===== src/rtl/div_clk_meter.sv =====
// div_clk_meter: measures the period and high time of a divided clock in
// clk_in cycles. It flags loss of signal and asserts a lock indicator once
// the period is stable.
// Optional feature macro: EXPECT_CHECK_EN. When it is defined, the design adds
// the period_ok output, which compares each measurement against DIV_NUM.
module div_clk_meter #(
  parameter int unsigned CNT_W    = 16,
  parameter int unsigned LOCK_NUM = 4,
  parameter int unsigned DIV_NUM  = 8
) (
  input  logic             clk_in,
  input  logic             rst,
  input  logic             sig_in,
  output logic [CNT_W-1:0] period,
  output logic [CNT_W-1:0] high_time,
  output logic             meas_valid,
  output logic             locked,
  output logic             err_timeout
`ifdef EXPECT_CHECK_EN
  ,
  output logic             period_ok
`endif
);

  localparam int unsigned      LCK_W    = $clog2(LOCK_NUM + 1);
  localparam logic [CNT_W-1:0] CNT_MAX  = '1;
  localparam logic [LCK_W-1:0] LOCK_TGT = LCK_W'(LOCK_NUM);

  typedef enum logic [1:0] {
    S_IDLE = 2'd0,
    S_HIGH = 2'd1,
    S_LOW  = 2'd2
  } state_e;

  // sync_q[0..1] form the synchronizer; sync_q[2] is the edge-detect delay
  logic [2:0]       sync_q, sync_d;
  logic [CNT_W-1:0] cnt_q, cnt_d;
  logic [CNT_W-1:0] hi_cap_q, hi_cap_d;
  logic [CNT_W-1:0] period_q, period_d;
  logic [CNT_W-1:0] high_time_q, high_time_d;
  logic             meas_valid_q, meas_valid_d;
  logic             locked_q, locked_d;
  logic             err_timeout_q, err_timeout_d;
  logic [LCK_W-1:0] lock_cnt_q, lock_cnt_d;
  state_e           state_q, state_d;

  logic rise_c, fall_c, sat_c, publish_c, timeout_c;

`ifdef EXPECT_CHECK_EN
  logic period_ok_q, period_ok_d;
`else
  logic [31:0] unused_div_num;
  assign unused_div_num = 32'(DIV_NUM);
`endif

  // Synchronizer shift, edge detection and the free-running saturating counter
  always_comb begin
    sync_d = {sync_q[1:0], sig_in};
    rise_c = sync_q[1] & ~sync_q[2];
    fall_c = ~sync_q[1] & sync_q[2];
    sat_c  = (cnt_q == CNT_MAX);
    if (rise_c) begin
      cnt_d = CNT_W'(1);
    end else if (sat_c) begin
      cnt_d = cnt_q;
    end else begin
      cnt_d = cnt_q + CNT_W'(1);
    end
  end

  // Measurement FSM: next state, captures, lock tracking and timeout handling
  always_comb begin
    state_d       = state_q;
    hi_cap_d      = hi_cap_q;
    period_d      = period_q;
    high_time_d   = high_time_q;
    meas_valid_d  = 1'b0;
    locked_d      = locked_q;
    err_timeout_d = err_timeout_q;
    lock_cnt_d    = lock_cnt_q;
    publish_c     = 1'b0;
    timeout_c     = 1'b0;
`ifdef EXPECT_CHECK_EN
    period_ok_d   = period_ok_q;
`endif

    case (state_q)
      S_IDLE: begin
        if (rise_c) state_d = S_HIGH;
      end
      S_HIGH: begin
        // A rise without a fall is handled as if the cycle were in LOW
        if (rise_c) begin
          publish_c = 1'b1;
        end else if (sat_c) begin
          timeout_c = 1'b1;
        end else if (fall_c) begin
          hi_cap_d = cnt_q;
          state_d  = S_LOW;
        end
      end
      S_LOW: begin
        // A rise wins over saturation in the same cycle
        if (rise_c) begin
          publish_c = 1'b1;
        end else if (sat_c) begin
          timeout_c = 1'b1;
        end
      end
      default: state_d = S_IDLE;
    endcase

    if (publish_c) begin
      state_d       = S_HIGH;
      period_d      = cnt_q;
      high_time_d   = hi_cap_q;
      meas_valid_d  = 1'b1;
      err_timeout_d = 1'b0;
      if (lock_cnt_q == '0) begin
        lock_cnt_d = LCK_W'(1);
      end else if (cnt_q == period_q) begin
        lock_cnt_d = (lock_cnt_q == LOCK_TGT) ? lock_cnt_q : lock_cnt_q + LCK_W'(1);
      end else begin
        lock_cnt_d = LCK_W'(1);
      end
      locked_d = (lock_cnt_d == LOCK_TGT);
`ifdef EXPECT_CHECK_EN
      period_ok_d = (cnt_q == CNT_W'(DIV_NUM)) &&
                    ({hi_cap_q, 1'b0} == {1'b0, cnt_q});
`endif
    end else if (timeout_c) begin
      state_d       = S_IDLE;
      err_timeout_d = 1'b1;
      locked_d      = 1'b0;
      lock_cnt_d    = '0;
`ifdef EXPECT_CHECK_EN
      period_ok_d   = 1'b0;
`endif
    end
  end

  // State and datapath registers
  always_ff @(posedge clk_in or posedge rst) begin
    if (rst) begin
      sync_q        <= '0;
      cnt_q         <= '0;
      hi_cap_q      <= '0;
      period_q      <= '0;
      high_time_q   <= '0;
      meas_valid_q  <= 1'b0;
      locked_q      <= 1'b0;
      err_timeout_q <= 1'b0;
      lock_cnt_q    <= '0;
      state_q       <= S_IDLE;
`ifdef EXPECT_CHECK_EN
      period_ok_q   <= 1'b0;
`endif
    end else begin
      sync_q        <= sync_d;
      cnt_q         <= cnt_d;
      hi_cap_q      <= hi_cap_d;
      period_q      <= period_d;
      high_time_q   <= high_time_d;
      meas_valid_q  <= meas_valid_d;
      locked_q      <= locked_d;
      err_timeout_q <= err_timeout_d;
      lock_cnt_q    <= lock_cnt_d;
      state_q       <= state_d;
`ifdef EXPECT_CHECK_EN
      period_ok_q   <= period_ok_d;
`endif
    end
  end

  assign period      = period_q;
  assign high_time   = high_time_q;
  assign meas_valid  = meas_valid_q;
  assign locked      = locked_q;
  assign err_timeout = err_timeout_q;
`ifdef EXPECT_CHECK_EN
  assign period_ok   = period_ok_q;
`endif

endmodule


===== config.mk =====
export PLATFORM = sky130hd
export DESIGN_NAME = div_clk_meter
export DESIGN_NICKNAME = d
export VERILOG_FILES = /design/src/rtl/div_clk_meter.sv
export SDC_FILE = /design/constraint.sdc
export NUM_CORES = 1
export LEC_CHECK = 0
export CAP_MARGIN = 20
export CORE_ASPECT_RATIO = 1.75
export CORE_MARGIN = 1.5
export CORE_UTILIZATION = 45
export DETAILED_ROUTE_END_ITERATION = 16
export PLACE_DENSITY = 0.72
export REMOVE_ABC_BUFFERS = 1
export SLEW_MARGIN = 20
export SYNTH_ARGS = -nofsm -noshare
export SYNTH_HDL_FRONTEND = slang
export SYNTH_SLANG_ARGS = --single-unit

===== constraint.sdc =====
create_clock -name clk_in -period 2 [get_ports clk_in]
set_clock_uncertainty 0.1 [all_clocks]
set_input_delay 0.2 -clock clk_in [delete_from_list [all_inputs] [get_ports clk_in]]
set_output_delay 0.2 -clock clk_in [all_outputs]
set_load 0.05 [all_outputs]

== Yosys cells after proc, flatten, opt, wreduce, memory -nomap -nowiden ==
Index checks and enable logic that the tools add are counted.
W data, S select, Z words.
Word-level totals
  bits in registers: 75
  latch bits: 0
  memory bits (writable): 0
  bits in read-only memories: 0
  logic and storage cells: 61
  memories kept: 0
Cells by class
  add/sub/neg operators: 2
  $mul: 0
  divide/modulo/power cells: 0
  order comparisons: 0
  equal/unequal tests: 12
  shifts and indexed selects: 0
  mux-type cells: 25
  bitwise gates (word level): 6
  reduce and logical (&&, ||, !) cells: 6
Operators with widths (count)
  $mux W16: 2
  $mux W3: 6
  $add A16 B1 Y16 const B: 1
  $eq A16 B16 Y1: 1
  $eq A16 B16 Y1 const B: 1
  $ne A4 B4 Y1 const B: 4
  $mux W2: 6
  $mux W1: 10
  $eq A3 B3 Y1 const B: 2
  $pmux W2 S3: 1
  $reduce_and A5 Y1: 1
  $not A1 Y1: 4
  $reduce_and A4 Y1: 1
  $add A3 B1 Y3 const B: 1
  $logic_not A3 Y1: 1
  $ne A3 B3 Y1 const B: 1
  $and A1 B1 Y1: 2
  $eq A2 B1 Y1 const B: 1
  $eq A2 B2 Y1 const B: 1
  $logic_not A2 Y1: 1
  $ne A2 B2 Y1 const B: 1
  $reduce_bool A2 Y1: 1
  $reduce_or A2 Y1: 1

== Longest topological paths before layout ==
Gate-level depths: netlist of the first run.
  depth in word-level cells: 8
  mapped depth: 8
  gate-level depth less buffers: 7

== Worst setup path before layout of the first run ==
OpenSTA, ideal clock, no wires.
  path type: register -> register
  start point: register cnt_q[0]
  end point: register hi_cap_q[0]
  arrival time: 1.731 ns
  required time: 1.775 ns
  path slack: 0.043 ns
  cell stages (with the launch flop): 8
  path buffers: 2
  period minus slack after synthesis: 1.957 ns
  cells stage by stage: dfrtp_1 -> ha_1 -> nand4_1 -> nor4_2 -> nor4bb_1 -> buf_4 -> buf_12 -> mux2_4
Between the ends
  cells in the longest elaborated chain, start to end: 3
Ends and longest elaborated chain
  start: declaration: RTL line 37  | logic [CNT_W-1:0] cnt_q, cnt_d;
  start signal: assignment: RTL line 160  | cnt_q <= cnt_d;
  $eq A16 B16 Y1: RTL line 61  | sat_c = (cnt_q == CNT_MAX);
  $not A1 Y1 (no source line)
  $reduce_and A4 Y1 (no source line)
  end signal: assignment: RTL line 161  | hi_cap_q <= hi_cap_d;
  end: declaration: RTL line 38  | logic [CNT_W-1:0] hi_cap_q, hi_cap_d;
Parallel ways exist; a longest one is shown, timed or not.
A chain may end at the register's enable or synchronous reset.

== Worst setup path after layout of the first run ==
  start point: register cnt_q[0]
  end point: register hi_cap_q[9]
Between the ends
  cells in the longest elaborated chain, start to end: 3
Ends and longest elaborated chain (RTL line)
  $eq A16 B16 Y1: 61
  $not A1 Y1 (no source line)
  $reduce_and A4 Y1 (no source line)
No other way between the ends.

==> flow_summary.ini, run 1 <==
[sta]
final-setup-viol-count = 0
drv_slew = 0
hold_viol = 0
period_needed_ns = 1.93
tns_ns = 0
fmax_mhz = 518
period_share_pct = 96.5
timing.hold.ws_ns = 0.184
max_slew_margin_pct = 64.8
tightest_slew_ns = 0.526

[power]
p_int_w = 0.00339
vdd.ir_drop.worst_v = 0.000740
finalPower_w = 0.00506
seqPwrFrac_pct = 37.3
p_comb_share_pct = 34.6
p_per_area_mw_per_mm2 = 1130
switchingPower_w = 0.00167
power_leakage_nw = 2.19
pwr-share-clk_pct = 28.2
swShare_pct = 33.0

[synthesis]
yosys.cell_types.count = 42
syn_inst = 272
ys_ff_latch = 75
synth_common_cells = dfrtp_1, mux2_2, nor2_1, xor2_1, nand2_1
synth_async_sr_flop_share_pct = 100
ys.flop_type = dfrtp_1
yosys.area.top_type_share_pct = 54.7
synth.area.top_cells = dfrtp_1, mux2_2, xor2_1
synth-edff-count = 0
yosys_warnings = 0
ys_seq_area_share_pct = 54.7
yosysMostFrequentCell = dfrtp_1
synth_area_leader_cell = dfrtp_1
syn_area_mm2 = 0.00343
avgSynthCellArea_um2 = 12.6

[job]
max_cap_viol_count = 0

[global_routing]
grt_max_degree = 76
grt_pass1_wl_mm = 11.9
grt_antenna_before_repair = 0
grt_pass1_vias = 2451
grt_overflow = 0
grt_usage_pct = 20.1

[worst_setup_path]
cp.arrival_ns = 2.05
cp_max_fo = 7
cp_cell_sequence = ha_2 > nand4_1 > nor4_4 > nor4bb_4 > buf_4 > buf_12 > mux2_2
critPathKind = reg -> reg
critPathRequiredTime_ns = 2.12
slowest_delay_ns = 0.38
critPathSlowestCell = dfrtp_1
start_kind = flop
critPathCaptureType = flop

[die]
die_area_mm2 = 0.00817
core_area_mm2 = 0.00746
die_w_um = 69.0
start_util_pct = 45.9
boundaryPins = 38
die_h_um = 118
rows = 42

[layout]
diodes = 0
multi_input_area_mm2 = 0.00147
regArea_mm2 = 0.00188
drive_gt1_share_pct = 31.7
syn2layout_area_growth_pct = 30.9
nNetsFinal = 356
n_fill_cell = 607
postLayoutCoreUtil_pct = 60.2

[routing]
vias_per_cell = 5.23
ant_nets = 0
finalWirelength_mm = 7.04
drt_iter0_markers = 105
vias = 2289
drt-wirelength-per-cell_um = 16.1
firstDrtPassIters = 4
drcViolationCount = 0

[min_path]
hp-class = in -> async

[placed_design]
globalplace.congestion = 0.814
port_buffers = 37
hpwlAfterDp_mm = 4.94

[cts]
cts_tree = done
clk_pin_slew_worst_paths_ns = 0.05
htree_levels = 3
clock_path_buffers = 2
cts_buffers = 9
clock_latency_ns = 0.33
cts.sinks = 75
ctsHoldBuffers = 0
cts_root_buf = clkbuf_16

[run_status]
status = complete, no violations
-- flip-flops by register name (all words and copies together), names as in the netlist --
| signal | count |
|---|---|
| cnt_q | 16 |
| hi_cap_q | 16 |
| period | 16 |
| err_timeout | 1 |
| high_time | 16 |
| locked | 1 |
| state_q | 2 |
| meas_valid | 1 |
| lock_cnt_q | 3 |
| sync_q | 3 |
-- repair_timing --
item                       CTS  global route
gates resized for setup      2             6
cloned                       0             1
setup endpoints to repair    4            14
buffers inserted             0             5
pin swaps                    1             2
-- final timing paths --
path / from / endpoint / slack (ns) / cells past startpoint
max reg2reg: cnt_q[0] / hi_cap_q[9] / 0.07 / 7
min: rst / period[2] / 0.18 / 3
max: cnt_q[0] / hi_cap_q[9] / 0.07 / 7
min reg2reg: sync_q[0] / sync_q[1] / 0.25 / 0
min in group clk_in: sig_in / sync_q[0] / 0.21 / 1
max in group asynchronous: rst / period[14] / 1.32 / 3
-- area by class of cell --
class / count / share of cell area (%)
Clock buffer: 13 / 5.57
Clock inverter: 2 / 0.279
Inverter: 7 / 0.585
Multi-Input combinational cell: 174 / 32.6
Sequential cell: 75 / 41.8
Tap cell: 88 / 2.45
Timing Repair Buffer: 79 / 16.7
-- cell families after synthesis --
| group | count (synthesis) | synth area share [%] |
|---|---|---|
| compound gates | 18 | 3.69 |
| xor+xnor | 27 | 6.90 |
| flops | 75 | 54.7 |
| buf+inv | 23 | 3.76 |
| simple gates | 72 | 11.0 |
| fa+ha+maj | 7 | 2.55 |
| mux | 50 | 17.3 |
-- placed cells by master, fill, tap and decap left out, types with 6 or more instances in the layout --
| master | synthesis | layout |
|---|---|---|
| nor2_1 | 19 | 19 |
| mux2_4 | 9 | 12 |
| xor2_1 | 17 | 17 |
| dfrtp_1 | 75 | 75 |
| clkbuf_16 | 0 | 10 |
| nand2_1 | 13 | 13 |
| ha_1 | 7 | 6 |
| xnor2_1 | 10 | 10 |
| buf_4 | 4 | 36 |
| nor4_1 | 7 | 7 |
| clkdlybuf4s50_1 | 0 | 37 |
| nor3_1 | 8 | 7 |
| mux2_2 | 39 | 36 |
-- routing by layer --
metal / vias up / part of all wire, % / GRT usage [%] / wire length [um]
li1: 1088 / - / - / -
met1: 1154 / 41 / 24.4 / 2860
met2: 33 / 53 / 31.4 / 3740
met3: 14 / 2.6 / 4.95 / 181
met4: 0 / 3.6 / 11.5 / 254
met5: - / 0 / 0 / 0
-- critical path: cells and delay by family, from the launching register on --
| family | cells | cell delay [ns] |
|---|---|---|
| mux | 1 | 0.33 |
| buf+inv | 2 | 0.33 |
| flops | 1 | 0.38 |
| simple gates | 3 | 0.47 |
| fa+ha+maj | 1 | 0.20 |
-- stage by stage --
stage	setup slack [ns]	instances	area (um2)
after floorplan	-1.86	256	3330
after global placement	-0.0331	417	4130
after detailed placement	-0.0977	417	4130
after CTS	0.0629	432	4400
after global routing	-0.0169	438	4490
final	0.0700	438	4490
-- power groups by stage --
stage	clock network, W	registers [W]	logic, W
4_1_cts	0.00147	0.00189	0.00171
2_1_floorplan	0	0.00223	0.000757
3_3_place_gp	0	0.00190	0.00167
5_1_grt	0.00153	0.00191	0.00189
3_5_place_dp	0	0.00191	0.00171
6_report	0.00143	0.00189	0.00175
Power figures use the tool's default switching activity.
==> run 2, diff against run 1 <==
- CTS_CLUSTER_DIAMETER: default -> 200
==> results of run 2 <==
Same layout as run 1: the final DEF is identical, and so are final timing and power.
==> run 3, diff against run 2 <==
- TNS_END_PERCENT: default -> 50
==> results of run 3 <==
Same layout as run 1: the final DEF is identical, and so are final timing and power.
